`config.mk`:
```
export PLATFORM = sky130hd
export DESIGN_NAME = exception_sequencer_flat
export DESIGN_NICKNAME = d
export VERILOG_FILES = /design/src/rtl/exception_sequencer_pkg.sv /design/src/rtl/exception_sequencer_if.sv /design/src/rtl/exception_sequencer_prio_enc.sv /design/src/rtl/exception_sequencer.sv /design/src/flat_wrapper.sv
export SDC_FILE = /design/constraint.sdc
export NUM_CORES = 1
export LEC_CHECK = 0
export ABC_CLOCK_PERIOD_IN_PS = 1500
export BUFFER_PORTS_ARGS = -buffer_cell sky130_fd_sc_hd__buf_4
export CAP_MARGIN = 20
export CORE_MARGIN = 1
export CORE_UTILIZATION = 41
export CTS_BUF_LIST = sky130_fd_sc_hd__clkbuf_2
export DETAILED_ROUTE_END_ITERATION = 16
export PLACE_DENSITY = 0.79
export SYNTH_ARGS = -nofsm -noshare
export SYNTH_HDL_FRONTEND = slang
export SYNTH_SLANG_ARGS = --single-unit
```
`constraint.sdc`:
```
create_clock -name clck -period 1.5 [get_ports clck]
set_input_delay 0.075 -clock clck [delete_from_list [all_inputs] [get_ports clck]]
set_output_delay 0.075 -clock clck [all_outputs]
set_load 0.01 [all_outputs]
```
`src/rtl/exception_sequencer_pkg.sv`:
```
// ==== mips_ctrl_pkg : shared exception-control types and constants ====
// ==== rev 1.0 ====
`default_nettype none

package mips_ctrl_pkg;

  localparam int CAUSE_INVOP = 0;
  localparam int CAUSE_OVF   = 1;
  localparam int CAUSE_DIVZ  = 2;

  localparam logic [31:0] DEF_VEC_BASE = 32'd253;

  typedef enum logic [2:0] {
    S_IDLE    = 3'd0,
    S_CAPTURE = 3'd1,
    S_ADDR    = 3'd2,
    S_WAIT    = 3'd3,
    S_LOAD    = 3'd4,
    S_DONE    = 3'd5
  } exc_state_t;

  // Cause index width, never below one bit even for a single cause.
  function automatic int cause_width(input int n);
    return (n <= 2) ? 1 : $clog2(n);
  endfunction

endpackage

`default_nettype wire

```
`src/rtl/exception_sequencer_if.sv`:
```
// ==== exception_sequencer_if : request/memory/PC bundle of the sequencer ====
// ==== rev 1.0 ====
`default_nettype none

interface exception_sequencer_if
  import mips_ctrl_pkg::*;
#(
  parameter int NUM_CAUSES = 3,
  parameter int DATA_W     = 32
);

  localparam int CAUSE_W = cause_width(NUM_CAUSES);

  logic [NUM_CAUSES-1:0] exc_req;
  logic [DATA_W-1:0]     pc_in;
  logic [DATA_W-1:0]     mem_rdata;
  logic                  busy;
  logic                  done;
  logic [CAUSE_W-1:0]    cause;
  logic                  epc_write;
  logic [DATA_W-1:0]     epc_value;
  logic                  mem_rd;
  logic [DATA_W-1:0]     mem_addr;
  logic                  pc_write;
  logic [DATA_W-1:0]     pc_value;

  modport master (
    output exc_req, pc_in, mem_rdata,
    input  busy, done, cause, epc_write, epc_value,
    input  mem_rd, mem_addr, pc_write, pc_value
  );

  modport slave (
    input  exc_req, pc_in, mem_rdata,
    output busy, done, cause, epc_write, epc_value,
    output mem_rd, mem_addr, pc_write, pc_value
  );

endinterface

`default_nettype wire

```
`src/rtl/exception_sequencer_prio_enc.sv`:
```
// ==== exc_prio_enc : lowest-index-wins priority encoder with valid ====
// ==== rev 1.0 ====
`default_nettype none

module exc_prio_enc #(
  parameter int N = 3,
  parameter int W = 2
) (
  input  logic [N-1:0] req_i,
  output logic [W-1:0] idx_o,
  output logic         valid_o
);

  // Scan downwards so the lowest set bit is the last (winning) assignment.
  always_comb begin
    idx_o = '0;
    for (int i = N - 1; i >= 0; i--) begin
      if (req_i[i]) idx_o = W'(i);
    end
  end

  assign valid_o = |req_i;

endmodule

`default_nettype wire

```
`src/rtl/exception_sequencer.sv`:
```
// ==== exception_sequencer : EPC save, vector fetch and PC load on exceptions ====
// ==== rev 1.0 ====
`default_nettype none

module exception_sequencer
  import mips_ctrl_pkg::*;
#(
  parameter int                NUM_CAUSES = 3,
  parameter int                DATA_W     = 32,
  parameter logic [DATA_W-1:0] VEC_BASE   = DATA_W'(DEF_VEC_BASE),
  parameter int                MEM_LAT    = 1
) (
  input  logic                  clck,
  input  logic                  reset,
  exception_sequencer_if.slave  bus
);

  localparam int CAUSE_W = cause_width(NUM_CAUSES);

  exc_state_t          state_q, state_d;
  logic [CAUSE_W-1:0]  cause_q, cause_d;
  logic [DATA_W-1:0]   epc_q, epc_d;
  logic [DATA_W-1:0]   pcv_q, pcv_d;
  logic [3:0]          wait_q, wait_d;

  logic [CAUSE_W-1:0]  w_prio_idx;
  logic                w_prio_vld;
  logic                w_mem_rd;
  logic [DATA_W-1:0]   w_vec_addr;

  exc_prio_enc #(
    .N (NUM_CAUSES),
    .W (CAUSE_W)
  ) u_prio (
    .req_i   (bus.exc_req),
    .idx_o   (w_prio_idx),
    .valid_o (w_prio_vld)
  );

  always_ff @(posedge clck) begin
    if (reset) begin
      state_q <= S_IDLE;
      cause_q <= '0;
      epc_q   <= '0;
      pcv_q   <= '0;
      wait_q  <= '0;
    end else begin
      state_q <= state_d;
      cause_q <= cause_d;
      epc_q   <= epc_d;
      pcv_q   <= pcv_d;
      wait_q  <= wait_d;
    end
  end

  // EPC is formed at the accept edge so it is already valid in CAPTURE
  // and reads as zero straight out of reset.
  always_comb begin
    state_d = state_q;
    cause_d = cause_q;
    epc_d   = epc_q;
    pcv_d   = pcv_q;
    wait_d  = wait_q;
    case (state_q)
      S_IDLE: begin
        if (w_prio_vld) begin
          cause_d = w_prio_idx;
          epc_d   = bus.pc_in - DATA_W'(4);
          state_d = S_CAPTURE;
        end
      end
      S_CAPTURE: state_d = S_ADDR;
      S_ADDR: begin
        if (MEM_LAT == 0) begin
          pcv_d   = DATA_W'(bus.mem_rdata[7:0]);
          state_d = S_LOAD;
        end else begin
          wait_d  = 4'(MEM_LAT - 1);
          state_d = S_WAIT;
        end
      end
      S_WAIT: begin
        if (wait_q == 4'd0) begin
          pcv_d   = DATA_W'(bus.mem_rdata[7:0]);
          state_d = S_LOAD;
        end else begin
          wait_d  = wait_q - 4'd1;
        end
      end
      S_LOAD:  state_d = S_DONE;
      S_DONE:  state_d = S_IDLE;
      default: state_d = S_IDLE;
    endcase
  end

  assign w_mem_rd   = (state_q == S_ADDR) || (state_q == S_WAIT);
  assign w_vec_addr = VEC_BASE + DATA_W'(cause_q);

  assign bus.busy      = (state_q != S_IDLE);
  assign bus.done      = (state_q == S_DONE);
  assign bus.cause     = cause_q;
  assign bus.epc_write = (state_q == S_CAPTURE);
  assign bus.epc_value = epc_q;
  assign bus.mem_rd    = w_mem_rd;
  assign bus.mem_addr  = w_mem_rd ? w_vec_addr : '0;
  assign bus.pc_write  = (state_q == S_LOAD);
  assign bus.pc_value  = pcv_q;

endmodule

`default_nettype wire

```
`src/flat_wrapper.sv`:
```
// flat-port wrapper written by rule: the top's interface ports become plain ports
module exception_sequencer_flat import mips_ctrl_pkg::*;
#(
  parameter int                NUM_CAUSES = 3,
  parameter int                DATA_W     = 32,
  parameter logic [DATA_W-1:0] VEC_BASE   = DATA_W'(DEF_VEC_BASE),
  parameter int                MEM_LAT    = 1
)
  (clck, reset, bus_exc_req, bus_pc_in, bus_mem_rdata, bus_busy, bus_done, bus_cause, bus_epc_write, bus_epc_value, bus_mem_rd, bus_mem_addr, bus_pc_write, bus_pc_value);
  exception_sequencer_if #(.NUM_CAUSES(NUM_CAUSES), .DATA_W(DATA_W)) bus_i ();
  input  logic clck;
  input  logic reset;
  input wire logic [$bits(bus_i.exc_req)-1:0] bus_exc_req;
  input wire logic [$bits(bus_i.pc_in)-1:0] bus_pc_in;
  input wire logic [$bits(bus_i.mem_rdata)-1:0] bus_mem_rdata;
  output wire logic [$bits(bus_i.busy)-1:0] bus_busy;
  output wire logic [$bits(bus_i.done)-1:0] bus_done;
  output wire logic [$bits(bus_i.cause)-1:0] bus_cause;
  output wire logic [$bits(bus_i.epc_write)-1:0] bus_epc_write;
  output wire logic [$bits(bus_i.epc_value)-1:0] bus_epc_value;
  output wire logic [$bits(bus_i.mem_rd)-1:0] bus_mem_rd;
  output wire logic [$bits(bus_i.mem_addr)-1:0] bus_mem_addr;
  output wire logic [$bits(bus_i.pc_write)-1:0] bus_pc_write;
  output wire logic [$bits(bus_i.pc_value)-1:0] bus_pc_value;
  assign bus_i.exc_req = bus_exc_req;
  assign bus_i.pc_in = bus_pc_in;
  assign bus_i.mem_rdata = bus_mem_rdata;
  assign bus_busy = bus_i.busy;
  assign bus_done = bus_i.done;
  assign bus_cause = bus_i.cause;
  assign bus_epc_write = bus_i.epc_write;
  assign bus_epc_value = bus_i.epc_value;
  assign bus_mem_rd = bus_i.mem_rd;
  assign bus_mem_addr = bus_i.mem_addr;
  assign bus_pc_write = bus_i.pc_write;
  assign bus_pc_value = bus_i.pc_value;
  exception_sequencer #(.NUM_CAUSES(NUM_CAUSES), .DATA_W(DATA_W), .VEC_BASE(VEC_BASE), .MEM_LAT(MEM_LAT)) u_core (.clck(clck), .reset(reset), .bus(bus_i));
endmodule
```
==> results.py, run 1 <==
metrics = {
    "run_status": {
        "status": "finished with violations",
        "violations": "negative setup slack",
    },
    "yosys": {
        "synth-simple-area-share_pct": 24.8,
        "synth.avg_cell_area_sq_um": 8.53,
        "synth_edf_count": 0,
        "syn-instance-count": 338,
        "post-synth-top-area-fraction_pct": 34.0,
        "synth_xor_xnor_area_share_pct": 6.38,
        "yosys-mux-area-fraction_pct": 2.78,
        "ys_seq_elements": 49,
        "netlist_area_sq_mm": 0.00288,
        "synth_top_family_by_area": "simple AND/OR/NAND/NOR gates",
        "ys.flop_type": "dfxtp_1",
        "seq_area_frac_synth_pct": 34.0,
        "synth-adder-area-share_pct": 1.30,
        "synth_top_cell_by_area": "dfxtp_1",
        "synth_cell_types": 44,
        "synthArstFlopShare_pct": 0,
        "yosys_warnings": 0,
        "synthTopCellsByArea": "dfxtp_1 (34%), buf_4 (14%), nor2_1 (7.3%)",
        "synth_compound_area_share_pct": 13.2,
    },
    "sta": {
        "slew_viol_final": 0,
        "fin_worst_skew_ns": 0.0128,
        "max_slew_margin_pct": 60.4,
        "max_freq_ghz": 0.663,
        "fin_crit_ns": 1.51,
        "hold_viol": 0,
        "final-setup-viol-count": 8,
        "setup_ws_ns": -0.00773,
        "worst_pin_slew_ns": 0.594,
        "post-route-period-util_pct": 101,
        "rsz0062_at_grt": "true",
    },
    "placement": {
        "pre_cts_ws_ns": -0.121,
        "place_area_sq_mm": 0.00370,
        "dp_hpwl_um": 4850,
        "gp_congestion": 0.828,
        "port-buffer-count": 100,
    },
    "finish": {
        "area_delta_synth_final_pct": 66.3,
        "fillCellCount": 514,
        "num_antenna_cells": 0,
        "design_area_sq_mm": 0.00479,
        "layout.nets": 588,
        "drive_above_1_share_pct": 44.9,
        "final_util_pct": 70.6,
    },
    "cts": {
        "cts_inserted_buffers": 5,
        "clockBufferDepth": 2,
        "insertion_delay_ns": 0.42,
        "cts_tree": "built",
        "clock_sinks": 49,
        "clk_pin_slew_worst_paths_ns": 0.25,
        "cts_max_level": 2,
        "root_buffer": "clkbuf_2",
    },
    "global_route": {
        "grt.busiest_layer": "met2",
        "grt_overflow": 0,
        "grt_pass1_wl_um": 11900,
        "antenna_found_initial": 0,
        "grt_usage_pct": 20.4,
        "use_met2_pct": 39.3,
        "grt_util_met1_pct": 22.2,
        "grt_pass1_vias": 2694,
        "grt_util_met3_pct": 4.43,
        "grt_max_degree": 45,
    },
    "drt": {
        "ant_nets": 0,
        "drt_wl_total_um": 8850,
        "drt_iter0_markers": 66,
        "via_per_inst": 4.83,
        "firstDrtPassIters": 4,
        "wl_per_cell_um": 14.4,
        "drc": 0,
        "route.vias.total": 2962,
    },
    "floorplanning": {
        "die_y_um": 85.8,
        "dieArea_sq_mm": 0.00737,
        "start_util_pct": 42.4,
        "rows": 30,
        "io_pins": 172,
        "core_sq_mm": 0.00679,
        "die_w_um": 85.8,
    },
    "pwr": {
        "power_density_mw_per_mm2": 811,
        "cellLeakagePower_nw": 2.13,
        "max-vdd-ir-drop_v": 0.000452,
    },
    "setup_path": {
        "crit_path_start_kind": "register",
        "cp_max_fo": 5,
        "crit_arrival_ns": 1.43,
        "reg2reg_depth": 6,
        "required_ns": 1.42,
        "endpoint_kind": "primary output",
        "path_class": "register to primary output",
    },
    "job": {
        "drv_cap": 0,
    },
    "min_path": {
        "hp-class": "input pin to register",
        "hold_depth": 4,
    },
}
## cells in the final DEF, fill, tap and decap left out, drive strengths merged, types with 2 or more instances in the layout
cell type and instances:
clkbuf 11, nor4 11, dfxtp 49, o21ai 8
mux2i 8, nand2b 4, xnor2 16, nand2 15
dlygate4sd3 44, nor3 11, and2 3, a211oi 23
or3 9, a21oi 7, buf 145, conb 47
a22oi 3, nor3b 2, nand4 4, and3 2
a311oi 6, xor2 5, ha 3, nand3 6
inv 9, nor2 57
## stage by stage
step	total power, W	hold slack, ns	cells	TNS [ns]
2_1_floorplan	0.00219	0.171	384	0
3_3_place_gp	0.00258	0.310	537	-0.155
3_5_place_dp	0.00260	0.316	537	-1.00
4_1_cts	0.00355	0.00580	597	-0.217
5_1_grt	0.00406	0.00907	613	-1.84
6_report	0.00389	0.0343	613	-0.0294
## metal layers
layer | vias to the layer above | wire [um]
li1 | 1424 | -
met1 | 1424 | 3400
met2 | 104 | 4900
met3 | 10 | 471
met4 | 0 | 72
met5 | - | 0
## cell type report
cell class,instances,area (sq um),share of cell area (%)
Multi-Input combinational cell,257,1790,37.2
Sequential cell,49,992,20.7
Clock buffer,6,30.0,0.626
Inverter,9,41.3,0.861
Timing Repair Buffer,194,1790,37.2
Clock inverter,2,38.8,0.809
Tap cell,96,120,2.51
## synthesized netlist by cell type (6+ instances only)
cell,count
buf_2,6
dfxtp_1,49
mux2i_1,8
nor2_1,56
buf_4,52
a311oi_1,6
inv_1,8
a21oi_1,7
a211oi_1,18
clkbuf_1,10
nand2_1,15
nor4_2,8
or3_1,9
xnor2_1,16
## cells by family after synthesis
group	count (synthesis)
multiplexers	8
AND/OR/NAND/NOR	127
buffers and inverters	78
adder cells (fa/ha/maj)	3
XOR/XNOR	21
AO/OA/AOI/OAI	51
flip-flops	49
other	1
## repair_timing
| action | 4_1_cts | 5_1_grt |
|---|---|---|
| cloned | 1 | 9 |
| pin swaps | 2 | 23 |
| setup buffers | 7 | 7 |
| endpoints found under the setup margin | 20 | 48 |
| gates resized for setup | 25 | 49 |
| hold buffers | 44 | 0 |
| hold endpoints to repair | 39 | 0 |
## worst paths after layout
check | startpoint | endpoint | slack, ns
setup / recovery | u_core.state_q[2]$_SDFFE_PP0P_ | bus_mem_addr[8] | -0.008
hold / removal | bus_pc_in[28] | u_core.bus.epc_value[29]$_SDFFE_PP0P_ | 0.03
setup reg to reg | u_core.state_q[2]$_SDFFE_PP0P_ | u_core.bus.epc_value[19]$_SDFFE_PP0P_ | 0
hold reg to reg | u_core.bus.epc_value[0]$_SDFFE_PP0P_ | u_core.bus.epc_value[0]$_SDFFE_PP0P_ | 0.49
## critical path: stages (launching register included)
cell and delay (ns):
dfxtp_2 0.40, nand2b_4 0.14, buf_4 0.14, inv_6 0.07, and2_1 0.14, buf_4 0.12
## report_power, final
group          internal [W]  switching (W)  leakage [nW]  total [W]
clock network      0.000292       0.000440        0.0432   0.000732
logic              0.000862       0.000753          1.68    0.00161
registers           0.00145      0.0000923         0.407    0.00154
total               0.00260        0.00129          2.13    0.00389
## state kept, by name, indices dropped and copies added (netlist names)
signal,cells
u_core.state_q,3
u_core.wait_q,4
u_core.bus.pc_value,8
u_core.bus.cause,2
u_core.bus.epc_value,32
(Power assumes the default switching activity.)
==> run 2: changes to the inputs <==
--- a/config.mk
+++ b/config.mk
@@ -9,10 +9,12 @@
 export BUFFER_PORTS_ARGS = -buffer_cell sky130_fd_sc_hd__buf_4
 export CAP_MARGIN = 20
 export CORE_MARGIN = 1
-export CORE_UTILIZATION = 41
+export CORE_UTILIZATION = 40
 export CTS_BUF_LIST = sky130_fd_sc_hd__clkbuf_2
 export DETAILED_ROUTE_END_ITERATION = 16
-export PLACE_DENSITY = 0.79
+export PLACE_DENSITY = 0.78
+export RECOVER_POWER = 25
 export SYNTH_ARGS = -nofsm -noshare
 export SYNTH_HDL_FRONTEND = slang
+export SYNTH_HIERARCHICAL = 1
 export SYNTH_SLANG_ARGS = --single-unit
==> run 2 against run 1 <==
The run still ends with negative setup slack left. Synthesized cell count is 1.2% lower. Global-route usage grew 0.57 points. Clock-buffer cell count is 1 lower. Routed wire length fell by 5.0%. Largest cell class unchanged. Setup slack got worse by 0.0083 ns.
==> results.py, run 2 <==
metrics = {
    "run_status": {
        "status": "finished with violations",
        "violations": "negative setup slack",
    },
    "finish": {
        "regArea_sq_um": 992,
        "num_antenna_cells": 0,
        "design_area_sq_mm": 0.00439,
        "final_common_cell": "buf_4",
        "largest_register_ffs": 32,
        "area_delta_synth_final_pct": 57.5,
        "final_util_pct": 65.0,
        "layout.nets": 585,
        "fillCellCount": 577,
        "multiInputGateArea_sq_mm": 0.00165,
        "most-common-layout-cells": "buf_4 (122), nor2_1 (47), conb_1 (47)",
        "drive_above_1_share_pct": 36.5,
    },
    "cts": {
        "clk_pin_slew_worst_paths_ns": 0.28,
        "cts_max_level": 2,
        "root_buffer": "clkbuf_2",
        "cts_inserted_buffers": 5,
        "clock_sinks": 49,
        "insertion_delay_ns": 0.44,
        "clockBufferDepth": 2,
        "cts_tree": "built",
    },
    "yosys": {
        "yosys_warnings": 6,
        "synthArstFlopShare_pct": 0,
        "synthTopCellsByArea": "dfxtp_1 (35%), buf_4 (14%), a211oi_1 (7.0%)",
        "synth_cell_types": 39,
        "synth.top_cells.by_count": "buf_4 (52), nor2_1 (50), dfxtp_1 (49), a211oi_1 (26), clkbuf_1 (17)",
        "synth_edf_count": 0,
        "ys_seq_elements": 49,
        "synth_top_cell_by_area": "dfxtp_1",
        "netlist_area_sq_mm": 0.00279,
        "ys.flop_type": "dfxtp_1",
        "post-synth-top-area-fraction_pct": 35.2,
        "syn-instance-count": 334,
        "seq_area_frac_synth_pct": 35.2,
        "yosysMostFrequentCell": "buf_4",
        "synth.avg_cell_area_sq_um": 8.34,
    },
    "global_route": {
        "antenna_found_initial": 0,
        "grt_pass1_vias": 2671,
        "grt_pass1_wl_um": 12200,
        "grt_usage_pct": 20.9,
        "grt_max_degree": 43,
        "grt_overflow": 0,
    },
    "floorplanning": {
        "io_pins": 172,
        "start_util_pct": 41.2,
        "rows": 30,
        "die_y_um": 85.5,
        "core_sq_mm": 0.00676,
        "dieArea_sq_mm": 0.00730,
        "die_w_um": 85.5,
    },
    "sta": {
        "rsz0062_at_grt": "true",
        "final-setup-viol-count": 1,
        "setup_ws_ns": -0.0161,
        "slew_viol_final": 0,
        "fin_crit_ns": 1.52,
        "max_freq_ghz": 0.660,
        "post-route-period-util_pct": 101,
        "setup-tns-final_ns": -0.0161,
        "fin_worst_skew_ns": 0.0120,
        "hold_viol": 0,
    },
    "setup_path": {
        "required_ns": 1.42,
        "slowest_delay_ns": 0.41,
        "path_class": "register to primary output",
        "endpoint_kind": "primary output",
        "cp_max_fo": 6,
        "crit_arrival_ns": 1.44,
        "crit_path_top_delay_cell": "dfxtp_2",
        "crit_chain": "buf_6 > nand2b_4 > buf_4 > nor2_2 > buf_4",
        "cpMostUsedCell": "buf_4",
        "crit_path_start_kind": "register",
    },
    "pwr": {
        "max-vdd-ir-drop_v": 0.000430,
        "power_density_mw_per_mm2": 760,
        "cellLeakagePower_nw": 1.98,
    },
    "drt": {
        "drc": 0,
        "drt_iter0_markers": 122,
        "via_per_inst": 4.92,
        "drt_wl_total_um": 8400,
        "ant_nets": 0,
        "firstDrtPassIters": 4,
        "wl_per_cell_um": 14.2,
        "route.vias.total": 2917,
    },
    "job": {
        "drv_cap": 0,
    },
    "placement": {
        "port-buffer-count": 100,
        "dp_hpwl_um": 5170,
        "place_area_sq_mm": 0.00375,
        "pre_cts_ws_ns": -0.453,
        "gp_congestion": 0.789,
    },
    "min_path": {
        "hp-class": "input pin to register",
    },
}
==> run 2: path summary, 6_finish.rpt <==
kind         slack [ns]                                 start  depth (start not counted)                                     to
max               -0.02        u_core/state_q[1]$_SDFFE_PP0P_                          5                        bus_mem_addr[0]
min                0.03                         bus_pc_in[20]                          4  u_core/bus.epc_value[20]$_SDFFE_PP0P_
max reg2reg        0.02         u_core/wait_q[1]$_SDFFE_PP0P_                          7          u_core/wait_q[2]$_SDFFE_PP0P_
min reg2reg        0.49  u_core/bus.epc_value[1]$_SDFFE_PP0P_                          2   u_core/bus.epc_value[1]$_SDFFE_PP0P_
==> run 2: worst max-delay path: cells and delay by family (launching register included) <==
family                 cells  cell delay (ns)
flip-flops                 1             0.41
AND/OR/NAND/NOR            2             0.18
buffers and inverters      3             0.41
==> run 2: stage by stage <==
stage          power, W  std cells  hold WS [ns]
2_1_floorplan   0.00215        380         0.171
3_3_place_gp    0.00256        535         0.301
3_5_place_dp    0.00259        535         0.307
4_1_cts         0.00327        581      0.000652
5_1_grt         0.00353        593        0.0113
6_report        0.00333        593        0.0275
==> run 2: logic make-up after synthesis <==
group           share of synthesized area (%)
other cells                             0.135
xor+xnor                                 7.54
compound gates                           13.0
buf+inv                                  17.7
simple gates                             21.8
flops                                    35.2
mux                                      2.87
fa+ha+maj                                1.80
==> run 2: routing by layer <==
layer  vias to the layer above  GRT usage, %  share of wire [%]
met3                         4          5.16                6.1
li1                       1413             -                  -
met4                         0          3.79               0.27
met2                       111          39.9                 55
met5                         -             0                  0
met1                      1389          23.7                 39
==> run 2: power breakdown <==
group          leakage (nW)  total (W)  switching [W]  internal, W
Sequential            0.407    0.00152      0.0000807      0.00144
Combinational          1.54    0.00121       0.000615     0.000600
Clock                0.0296   0.000596       0.000471     0.000124
==> run 2: repair_timing <==
item | CTS | global route
pin swaps | 0 | 13
setup buffers | 2 | 8
hold buffers | 36 | 2
hold endpoints to repair | 34 | 4
setup endpoints to repair | 16 | 54
cloned | 0 | 2
resized for setup | 8 | 46
==> run 2: area by class of cell <==
cell class	count	share of cell area, %
multi-input combinational	252	37.7
clock buffer	5	0.570
sequential	49	22.6
inverter	9	0.827
clock inverter	3	0.570
timing repair buffer	195	35.5
tap	80	2.28
==> run 3: changes to the inputs <==
--- a/config.mk
+++ b/config.mk
@@ -5,14 +5,14 @@
 export SDC_FILE = /design/constraint.sdc
 export NUM_CORES = 1
 export LEC_CHECK = 0
+export ABC_AREA = 1
 export ABC_CLOCK_PERIOD_IN_PS = 1500
 export BUFFER_PORTS_ARGS = -buffer_cell sky130_fd_sc_hd__buf_4
 export CAP_MARGIN = 20
-export CORE_MARGIN = 1
-export CORE_UTILIZATION = 40
+export CORE_UTILIZATION = 43
 export CTS_BUF_LIST = sky130_fd_sc_hd__clkbuf_2
 export DETAILED_ROUTE_END_ITERATION = 16
-export PLACE_DENSITY = 0.78
+export PLACE_DENSITY = 0.79
 export RECOVER_POWER = 25
 export SYNTH_ARGS = -nofsm -noshare
 export SYNTH_HDL_FRONTEND = slang
==> run 3 against run 2 <==
The flow still finishes with violations (negative setup slack). Critical endpoint is now u_core/bus.epc_value[9]$_SDFFE_PP0P_. Total power grew 19%. Highest routed layer unchanged. Setup slack better by 0.015 ns. Core utilization down 3.3 points. Cell area grew 9.2%. Die area grew 15%. Clock-buffer cell count is the same. Global-route usage is 0.53 points higher. Via count increased by 19%. Non-clock buffer count down 39. Sequential share of layout area fell by 1.9 points. Critical path type is now register to register.
==> results.py, run 3 <==
metrics = {
    "run_status": {
        "status": "finished with violations",
        "violations": "negative setup slack",
    },
    "floorplanning": {
        "die_w_um": 91.8,
        "rows": 32,
        "dieArea_sq_mm": 0.00843,
        "core_sq_mm": 0.00777,
        "io_pins": 172,
        "die_y_um": 91.8,
        "start_util_pct": 44.6,
    },
    "sta": {
        "fin_crit_ns": 1.50,
        "setup-tns-final_ns": -0.000756,
        "final-setup-viol-count": 1,
        "max_freq_ghz": 0.666,
        "setup_ws_ns": -0.000756,
        "post-route-period-util_pct": 100,
        "slew_viol_final": 0,
        "hold_viol": 0,
        "fin_worst_skew_ns": 0.0207,
        "rsz0062_at_grt": "true",
    },
    "global_route": {
        "grt_overflow": 0,
        "grt_pass1_wl_um": 14600,
        "grt_usage_pct": 21.5,
        "antenna_found_initial": 0,
        "grt_pass1_vias": 3293,
        "grt_max_degree": 35,
    },
    "drt": {
        "firstDrtPassIters": 6,
        "drc": 0,
        "route.vias.total": 3470,
        "ant_nets": 0,
        "drt_wl_total_um": 9320,
        "wl_per_cell_um": 12.5,
        "drt_iter0_markers": 122,
        "via_per_inst": 4.65,
    },
    "placement": {
        "dp_hpwl_um": 6640,
        "port-buffer-count": 100,
        "gp_congestion": 0.898,
        "dp_cells": 687,
    },
    "setup_path": {
        "critPathBufInv": 3,
        "required_ns": 1.87,
        "endpoint_kind": "register",
        "cp_max_fo": 34,
        "crit_path_start_kind": "register",
        "path_class": "register to register",
        "crit_arrival_ns": 1.87,
        "crit_cells": 8,
        "slowest_delay_ns": 0.42,
        "cp_top_family": "simple AND/OR/NAND/NOR gates",
        "crit_path_top_delay_cell": "dfxtp_4",
        "crit_chain": "buf_12 > nor2_4 > nand2_4 > nor2_8 > buf_12 > nand3_2 > o211ai_2 > inv_1",
        "cpMostUsedCell": "buf_12",
        "rrSetupSlack_ns": -0.0008,
        "reg2reg_depth": 8,
    },
    "cts": {
        "clk_pin_slew_worst_paths_ns": 0.27,
        "cts_max_level": 2,
        "root_buffer": "clkbuf_2",
        "cts_tree": "built",
        "cts_inserted_buffers": 5,
        "clock_sinks": 49,
        "clockBufferDepth": 2,
        "insertion_delay_ns": 0.44,
    },
    "finish": {
        "fillCellCount": 674,
        "most-common-layout-cells": "buf_4 (89), nor2_1 (75), nand2_1 (71)",
        "area_delta_synth_final_pct": 38.3,
        "drive_above_1_share_pct": 29.0,
        "regArea_sq_um": 992,
        "num_antenna_cells": 0,
        "final_util_pct": 61.7,
        "largest_register_ffs": 32,
        "layout.nets": 716,
        "multiInputGateArea_sq_mm": 0.00200,
        "fin_cells": 746,
        "final_common_cell": "buf_4",
    },
    "pwr": {
        "cellLeakagePower_nw": 2.43,
        "max-vdd-ir-drop_v": 0.000370,
        "power_density_mw_per_mm2": 828,
    },
    "yosys": {
        "ys_seq_elements": 49,
        "synth.avg_cell_area_sq_um": 6.99,
        "synth_edf_count": 0,
        "synthArstFlopShare_pct": 0,
        "ys.flop_type": "dfxtp_1",
        "seq_area_frac_synth_pct": 28.3,
        "synth_cell_types": 40,
        "yosysMostFrequentCell": "nor2_1",
        "synth_top_cell_by_area": "dfxtp_1",
        "netlist_area_sq_mm": 0.00347,
        "synth.top_cells.by_count": "nor2_1 (79), nand2_1 (72), inv_1 (61), buf_4 (54), dfxtp_1 (49)",
        "yosys_warnings": 6,
        "syn-instance-count": 496,
        "synthTopCellsByArea": "dfxtp_1 (28%), buf_4 (12%), nor2_1 (8.6%)",
        "post-synth-top-area-fraction_pct": 28.3,
    },
    "job": {
        "drv_cap": 0,
    },
    "min_path": {
        "hold_depth": 5,
        "hp-class": "input pin to register",
    },
}
==> run 3: cell count changes after synthesis, moves of 12 or more <==
cell      delta
a211oi_1    -25
nor2_1      +29
inv_1       +52
o21ai_0     +22
clkbuf_1    -14
nand3_1     +16
o21a_1      +12
nand2_1     +56
==> run 3: stage by stage <==
stage | power (W) | hold slack (ns) | setup WS (ns) | cell area (sq um)
floorplan | 0.00244 | 0.144 | 0.0777 | 3640
global placement | 0.00285 | 0.278 | 0.170 | 4120
detailed placement | 0.00287 | 0.285 | 0.0469 | 4120
CTS | 0.00390 | 0.0691 | -0.0114 | 4670
global route | 0.00421 | 0.0746 | -0.0927 | 4790
finish | 0.00397 | 0.0858 | -0.000756 | 4790
==> run 3: cell families after synthesis <==
family,Yosys count,synth area share (%)
simple gates,227,33.9
buf+inv,130,20.9
compound gates,77,13.4
flops,49,28.3
xor+xnor,8,2.02
fa+ha+maj,4,1.44
other cells,1,0.108
==> run 3: what timing repair did <==
item / 4_1_cts / 5_1_grt
hold endpoints to repair: 42 / 0
buffers inserted: 1 / 6
hold buffers: 42 / 0
resized for setup: 7 / 32
pin swaps: 0 / 6
gates cloned: 0 / 2
endpoints found under the setup margin: 9 / 28
==> run 3: where the power goes <==
group | switching [W] | internal [W]
clock network | 0.000453 | 0.000455
logic | 0.000795 | 0.000690
registers | 0.000101 | 0.00147
total | 0.00135 | 0.00262
==> run 3: final timing paths <==
check / startpoint / endpoint
max: u_core/state_q[1]$_SDFFE_PP0P_ / u_core/bus.epc_value[9]$_SDFFE_PP0P_
min: bus_pc_in[15] / u_core/bus.epc_value[15]$_SDFFE_PP0P_
max reg2reg: u_core/state_q[1]$_SDFFE_PP0P_ / u_core/bus.epc_value[9]$_SDFFE_PP0P_
min reg2reg: u_core/wait_q[0]$_SDFFE_PP0P_ / u_core/wait_q[0]$_SDFFE_PP0P_
==> run 3: layout make-up <==
type / count / area share (%)
inverters: 68 / 5.48
multi-input cells: 363 / 41.7
well taps: 102 / 2.66
clock inverters: 3 / 1.44
flip-flops and latches: 49 / 20.7
clock buffers: 5 / 0.522
repair buffers: 156 / 27.5
==> run 3: worst min-delay path, delay by kind of cell <==
kind            cells  cell delay (ns)
compound gates      1             0.12
xor+xnor            1             0.08
buf+inv             3             0.23
==> run 3: routing by layer <==
metal / vias up / track usage, % / share of wire, %
met1: 1571 / 24.3 / 41
met3: 17 / 3.48 / 5.8
met5: - / 0 / 0
li1: 1753 / - / -
met2: 129 / 41.0 / 52
met4: 0 / 6.25 / 1.9
